===== src/rtl/eth_tx_axis_arbiter.sv =====
// eth_tx_axis_arbiter: frame-granular round-robin tx AXI-stream arbiter with mid-frame stall watchdog
module eth_tx_axis_arbiter #(
    parameter int NUM_REQ     = 2,
    parameter int STALL_LIMIT = 16
) (
    input  logic                 tx_clk,
    input  logic                 tx_rst,
    input  logic [8*NUM_REQ-1:0] s_axis_tdata,
    input  logic [NUM_REQ-1:0]   s_axis_tvalid,
    output logic [NUM_REQ-1:0]   s_axis_tready,
    input  logic [NUM_REQ-1:0]   s_axis_tlast,
    input  logic [NUM_REQ-1:0]   s_axis_tuser,
    output logic [7:0]           m_axis_tdata,
    output logic                 m_axis_tvalid,
    input  logic                 m_axis_tready,
    output logic                 m_axis_tlast,
    output logic                 m_axis_tuser,
    output logic [NUM_REQ-1:0]   grant,
    output logic                 abort_pulse,
    output logic [15:0]          abort_count
);
    localparam int IW = NUM_REQ > 1 ? $clog2(NUM_REQ) : 1;
    localparam int SW = STALL_LIMIT > 0 ? $clog2(STALL_LIMIT + 1) : 1;
    localparam logic [SW-1:0] LIM  = SW'(STALL_LIMIT);
    localparam logic [IW-1:0] LAST = IW'(NUM_REQ - 1);

    typedef enum logic [1:0] {IDLE, PASS, ABORT, DRAIN} state_t;

    state_t             state_q, state_d;
    logic [IW-1:0]      gidx_q, gidx_d, rr_ptr_q, rr_ptr_d, pick, cand, next_ptr;
    logic [NUM_REQ-1:0] grant_q, grant_d;
    logic [SW-1:0]      stall_cnt_q, stall_cnt_d;
    logic [15:0]        abort_count_q, abort_count_d;
    logic               sel_valid, sel_last, sel_user;
    logic [7:0]         sel_data;

    assign sel_valid = s_axis_tvalid[gidx_q];
    assign sel_last  = s_axis_tlast[gidx_q];
    assign sel_user  = s_axis_tuser[gidx_q];
    assign sel_data  = s_axis_tdata[{gidx_q, 3'b000} +: 8];
    assign next_ptr  = (gidx_q == LAST) ? '0 : gidx_q + 1'b1;

    assign m_axis_tvalid = (state_q == PASS) ? sel_valid : (state_q == ABORT);
    assign m_axis_tdata  = (state_q == PASS) ? sel_data  : 8'h00;
    assign m_axis_tlast  = (state_q == PASS) ? sel_last  : (state_q == ABORT);
    assign m_axis_tuser  = (state_q == PASS) ? sel_user  : (state_q == ABORT);
    assign abort_pulse   = (state_q == ABORT) && m_axis_tready;
    assign grant         = grant_q;
    assign abort_count   = abort_count_q;

    // Scan downward so the candidate closest to rr_ptr is written last and wins.
    always_comb begin
        pick = rr_ptr_q;
        cand = rr_ptr_q;
        for (int k = NUM_REQ - 1; k >= 0; k--) begin
            cand = IW'((int'(rr_ptr_q) + k) % NUM_REQ);
            if (s_axis_tvalid[cand]) pick = cand;
        end
    end

    always_comb begin
        s_axis_tready = '0;
        if (state_q == PASS) s_axis_tready[gidx_q] = m_axis_tready;
        else if (state_q == DRAIN) s_axis_tready[gidx_q] = 1'b1;
    end

    always_comb begin
        state_d       = state_q;
        gidx_d        = gidx_q;
        rr_ptr_d      = rr_ptr_q;
        grant_d       = grant_q;
        stall_cnt_d   = '0;
        abort_count_d = abort_count_q;
        case (state_q)
            IDLE: if (|s_axis_tvalid) begin
                state_d = PASS;
                gidx_d  = pick;
                grant_d = NUM_REQ'(1) << pick;
            end
            PASS: begin
                stall_cnt_d = sel_valid ? '0 : (stall_cnt_q == LIM ? stall_cnt_q : stall_cnt_q + 1'b1);
                if (sel_valid && m_axis_tready && sel_last) begin
                    state_d  = IDLE;
                    rr_ptr_d = next_ptr;
                    grant_d  = '0;
                end else if (STALL_LIMIT != 0 && !sel_valid && stall_cnt_d == LIM) begin
                    state_d = ABORT;
                end
            end
            ABORT: if (m_axis_tready) begin
                state_d       = DRAIN;
                abort_count_d = (abort_count_q == 16'hFFFF) ? abort_count_q : abort_count_q + 16'd1;
            end
            DRAIN: if (sel_valid && sel_last) begin
                state_d  = IDLE;
                rr_ptr_d = next_ptr;
                grant_d  = '0;
            end
        endcase
    end

    always_ff @(posedge tx_clk) begin
        if (tx_rst) begin
            state_q       <= IDLE;
            gidx_q        <= '0;
            rr_ptr_q      <= '0;
            grant_q       <= '0;
            stall_cnt_q   <= '0;
            abort_count_q <= '0;
        end else begin
            state_q       <= state_d;
            gidx_q        <= gidx_d;
            rr_ptr_q      <= rr_ptr_d;
            grant_q       <= grant_d;
            stall_cnt_q   <= stall_cnt_d;
            abort_count_q <= abort_count_d;
        end
    end
endmodule


===== config.mk =====
export PLATFORM = sky130hd
export DESIGN_NAME = eth_tx_axis_arbiter
export DESIGN_NICKNAME = d
export VERILOG_FILES = /design/src/rtl/eth_tx_axis_arbiter.sv
export SDC_FILE = /design/constraint.sdc
export NUM_CORES = 1
export LEC_CHECK = 0
export CORE_MARGIN = 2
export CORE_UTILIZATION = 45
export CTS_CLUSTER_DIAMETER = 150
export DETAILED_ROUTE_END_ITERATION = 10
export PLACE_DENSITY = 0.79
export SLEW_MARGIN = 20
export SYNTH_ARGS = -nofsm -noshare
export SYNTH_HDL_FRONTEND = slang
export SYNTH_SLANG_ARGS = --single-unit

===== constraint.sdc =====
create_clock -name tx_clk -period 2.5 [get_ports tx_clk]
set_clock_uncertainty 0.1 [all_clocks]
set_input_delay 0.5 -clock tx_clk [delete_from_list [all_inputs] [get_ports tx_clk]]
set_output_delay 0.5 -clock tx_clk [all_outputs]
set_load 0.02 [all_outputs]

==> run_summary.xml <==
<?xml version="1.0" encoding="UTF-8"?>
<metrics>
  <group name="clock_tree">
    <metric name="cts_buffer_depth" unit="">2</metric>
    <metric name="cts_stage_hold_buffer_count" unit="">0</metric>
    <metric name="cts_made_buffers" unit="">3</metric>
    <metric name="cts_resized" unit="">4</metric>
    <metric name="tritoncts" unit="">yes</metric>
    <metric name="clk_pin_slew_worst_paths" unit="ns">0.09</metric>
    <metric name="clkLatencyLatePin" unit="ns">0.27</metric>
    <metric name="cts_setup_buffers" unit="">0</metric>
    <metric name="tritoncts_num_sinks" unit="">27</metric>
    <metric name="cts_root_buffer" unit="">sky130_fd_sc_hd__clkbuf_8</metric>
    <metric name="ctsHtreeMaxLevel" unit="">1</metric>
  </group>
  <group name="synth">
    <metric name="synth_edf_count" unit="">0</metric>
    <metric name="synthDominantCellAreaShare" unit="%">32.36</metric>
    <metric name="yosysSeqAreaShare" unit="%">32.36</metric>
    <metric name="ys.flop_type" unit="">sky130_fd_sc_hd__dfxtp_1</metric>
    <metric name="ys_seq_elements" unit="">27</metric>
    <metric name="syn-cell-area" unit="um^2">1670</metric>
    <metric name="synth.yosys.warnings" unit="">0</metric>
    <metric name="post-synth-top-area-cell" unit="">sky130_fd_sc_hd__dfxtp_1</metric>
    <metric name="synthCells" unit="">201</metric>
    <metric name="synth.most_common_cell" unit="">sky130_fd_sc_hd__dfxtp_1</metric>
    <metric name="synth_fp_nets" unit="">229</metric>
    <metric name="syn_area_per_cell" unit="um^2">8.310</metric>
    <metric name="ys_types" unit="">53</metric>
    <metric name="netlist_top_cells_area" unit="">sky130_fd_sc_hd__dfxtp_1 32%, sky130_fd_sc_hd__mux2i_1 7.2%, sky130_fd_sc_hd__nor2_1 4.9%, sky130_fd_sc_hd__a21oi_1 4.5%, sky130_fd_sc_hd__nand2_1 3.4%</metric>
    <metric name="postSynth.asyncResetShare" unit="%">0</metric>
    <metric name="synth_common_cells" unit="">27 x sky130_fd_sc_hd__dfxtp_1, 22 x sky130_fd_sc_hd__nor2_1, 15 x sky130_fd_sc_hd__a21oi_1, 15 x sky130_fd_sc_hd__nand2_1, 12 x sky130_fd_sc_hd__mux2i_1</metric>
  </group>
  <group name="floorplan">
    <metric name="io_pins" unit="">57</metric>
    <metric name="fp.coreArea" unit="um^2">3606</metric>
    <metric name="dieHeight" unit="um">64.93</metric>
    <metric name="effective_utilization_at_floorplan" unit="%">46.32</metric>
    <metric name="die_width" unit="um">64.93</metric>
    <metric name="total_die_area" unit="um^2">4215</metric>
    <metric name="fp-row-count" unit="">22</metric>
  </group>
  <group name="worst_setup_path">
    <metric name="critical_path.max_fanout" unit="">2</metric>
    <metric name="crit_path_start_kind" unit="">primary input</metric>
    <metric name="cp.required" unit="ns">1.90</metric>
    <metric name="critPathCapture" unit="">m_axis_tlast</metric>
    <metric name="worstReg2RegStart" unit="">state_q[0]</metric>
    <metric name="r2r_slack" unit="ns">0.62</metric>
    <metric name="crit_type" unit="">primary input to output pin</metric>
    <metric name="rr_endpoint" unit="">abort_count[13]</metric>
    <metric name="rr_worst_depth" unit="">5</metric>
    <metric name="arrival_time_at_the_worst_endpoint" unit="ns">1.83</metric>
    <metric name="setup.worst_path.end_class" unit="">output pin</metric>
    <metric name="start_point_of_the_critical_path" unit="">s_axis_tlast[1]</metric>
  </group>
  <group name="global_route">
    <metric name="global_route.usage.total" unit="%">20.66</metric>
    <metric name="antenna_violations_before_repair" unit="">0</metric>
    <metric name="grt_first_pass_wirelength" unit="um">7024</metric>
    <metric name="number_of_global_route_vias_before_repair" unit="">1586</metric>
    <metric name="grt_max_degree" unit="">16</metric>
    <metric name="overflow" unit="">0</metric>
  </group>
  <group name="timing">
    <metric name="finalSetupTns" unit="ns">0</metric>
    <metric name="hold-worst-slack" unit="ns">0.3976</metric>
    <metric name="slew_viol_final" unit="">0</metric>
    <metric name="setup_viol" unit="">0</metric>
    <metric name="worst-slew-pin-transition" unit="ns">0.3864</metric>
    <metric name="finalHoldViolations" unit="">0</metric>
    <metric name="max_clock_freq" unit="GHz">0.4109</metric>
    <metric name="finalCritPeriodShare" unit="%">97.34</metric>
    <metric name="finalWorstSetupSlack" unit="ns">0.06645</metric>
    <metric name="fin_crit" unit="ns">2.434</metric>
    <metric name="slew-limit-headroom" unit="%">73.57</metric>
    <metric name="grt_setup_unrepaired" unit="">false</metric>
  </group>
  <group name="placement">
    <metric name="gp_congestion" unit="">0.8767</metric>
    <metric name="portbufs" unit="">56</metric>
    <metric name="placedCellCount" unit="">313</metric>
    <metric name="preCtsSetupSlack" unit="ns">-0.1871</metric>
    <metric name="postPlaceCellArea" unit="um^2">2380</metric>
    <metric name="detailedPlacementHpwl" unit="um">3094</metric>
  </group>
  <group name="detailed_routing">
    <metric name="wire_per_inst" unit="um">12.60</metric>
    <metric name="dr.first_iter.drc_count" unit="">105</metric>
    <metric name="postRouteAntennaNets" unit="">0</metric>
    <metric name="drt-pass1-iter-count" unit="">4</metric>
    <metric name="route.final.wire_length" unit="um">3995</metric>
    <metric name="route.detailed.drc" unit="">0</metric>
    <metric name="avgViaCountPerCell" unit="">5.413</metric>
    <metric name="dr_total_vias" unit="">1716</metric>
  </group>
  <group name="hold_path">
    <metric name="min_path_type" unit="">register to register</metric>
  </group>
  <group name="power">
    <metric name="total_power_draw" unit="mW">0.9471</metric>
    <metric name="static-leakage-power" unit="nW">0.9222</metric>
    <metric name="irDropWorstVdd" unit="mV">0.2123</metric>
    <metric name="power-per-cell-area" unit="nW/um^2">390.6</metric>
  </group>
  <group name="final_layout">
    <metric name="fraction_of_the_core_area_covered_by_cells_at_the_end_of_the_flow" unit="%">67.25</metric>
    <metric name="layout.cell_area.non_filler" unit="um^2">2425</metric>
    <metric name="area_delta_synth_final" unit="%">45.17</metric>
    <metric name="layout-drive-gt1-share" unit="%">12.64</metric>
    <metric name="layout_net_count" unit="">298</metric>
    <metric name="insertedDiodeCount" unit="">0</metric>
    <metric name="stdcell_count" unit="">317</metric>
  </group>
  <group name="status">
    <metric name="outcome" unit="">finished clean</metric>
  </group>
  <group name="job">
    <metric name="maxCapViolCount" unit="">0</metric>
  </group>
</metrics>
==> flip-flops by register name, indices dropped and copies added (netlist names), named ones only <==
name,cells
stall_cnt_q,5
rr_ptr_q,1
abort_count,16
gidx_q,1
grant,2
state_q,1
==> area by class of cell <==
class | count | area [um^2]
Fill cell | 316 | 1181
Multi-Input combinational cell | 155 | 1060
Timing Repair Buffer | 72 | 675.6
Sequential cell | 27 | 541.8
Tap cell | 48 | 60.06
Clock buffer | 3 | 41.29
Inverter | 11 | 41.29
Clock inverter | 1 | 5.005
==> cell families (layout without fill, tap and decap cells) <==
group / count (synthesis) / in the layout / share of synthesized area [%]
and+or+nand+nor: 85 / 85 / 29.51
AOI/OAI and AO/OA: 46 / 46 / 18.65
DFF: 27 / 27 / 32.36
buffers and inverters: 19 / 87 / 4.344
muxes: 17 / 17 / 10.79
xor gates and xnor gates: 4 / 4 / 2.098
adders and majority gates: 3 / 3 / 2.247
==> cells in the final DEF (no fill, tap or decap), types with 5 or more instances in the layout <==
master                            Yosys  final
sky130_fd_sc_hd__nor2b_1              5      5
sky130_fd_sc_hd__buf_4                0     16
sky130_fd_sc_hd__nand4_1              5      5
sky130_fd_sc_hd__dfxtp_1             27     26
sky130_fd_sc_hd__mux2i_1             12     12
sky130_fd_sc_hd__nor2_1              22     22
sky130_fd_sc_hd__nand2_1             15     14
sky130_fd_sc_hd__nand3b_1             5      5
sky130_fd_sc_hd__a21oi_1             15     15
sky130_fd_sc_hd__o21ai_0              7      7
sky130_fd_sc_hd__clkdlybuf4s50_1      0     52
sky130_fd_sc_hd__inv_1               11     11
sky130_fd_sc_hd__a211oi_1             5      5
sky130_fd_sc_hd__nand3_1              8      8
==> power by group <==
| part | switching (mW) | total [mW] | leakage (nW) | internal (mW) |
|---|---|---|---|---|
| Combinational | 0.116 | 0.245 | 0.678 | 0.128 |
| Clock | 0.139 | 0.251 | 0.0255 | 0.112 |
| Sequential | 0.0118 | 0.452 | 0.219 | 0.440 |
| Total | 0.267 | 0.947 | 0.922 | 0.680 |
==> critical path: stages <==
cell                              delay, ns
sky130_fd_sc_hd__clkdlybuf4s50_1       0.48
sky130_fd_sc_hd__mux2i_1               0.07
sky130_fd_sc_hd__o21ai_0               0.15
sky130_fd_sc_hd__clkdlybuf4s50_1       0.63
==> metal layers <==
| layer | track usage [%] | vias up | routed length (um) |
|---|---|---|---|
| met4 | 6.383 | 0 | 59 |
| met1 | 28.33 | 787 | 1975 |
| met3 | 2.604 | 5 | 147 |
| met2 | 33.63 | 40 | 1813 |
| met5 | 0 | - | 0 |
| li1 | - | 884 | - |
==> how the worst min path moves through the flow <==
stage                  start       end  slack [ns]  cells past startpoint
floorplan           rr_ptr_q  rr_ptr_q        0.39                      2
global placement    grant[1]  grant[1]        0.38                      2
detailed placement  grant[0]  grant[0]        0.38                      2
CTS                 grant[0]  grant[0]        0.40                      2
global route        rr_ptr_q  rr_ptr_q        0.44                      2
finish              grant[0]  grant[0]        0.40                      2
Note: power is estimated with default switching activity, not from simulation.
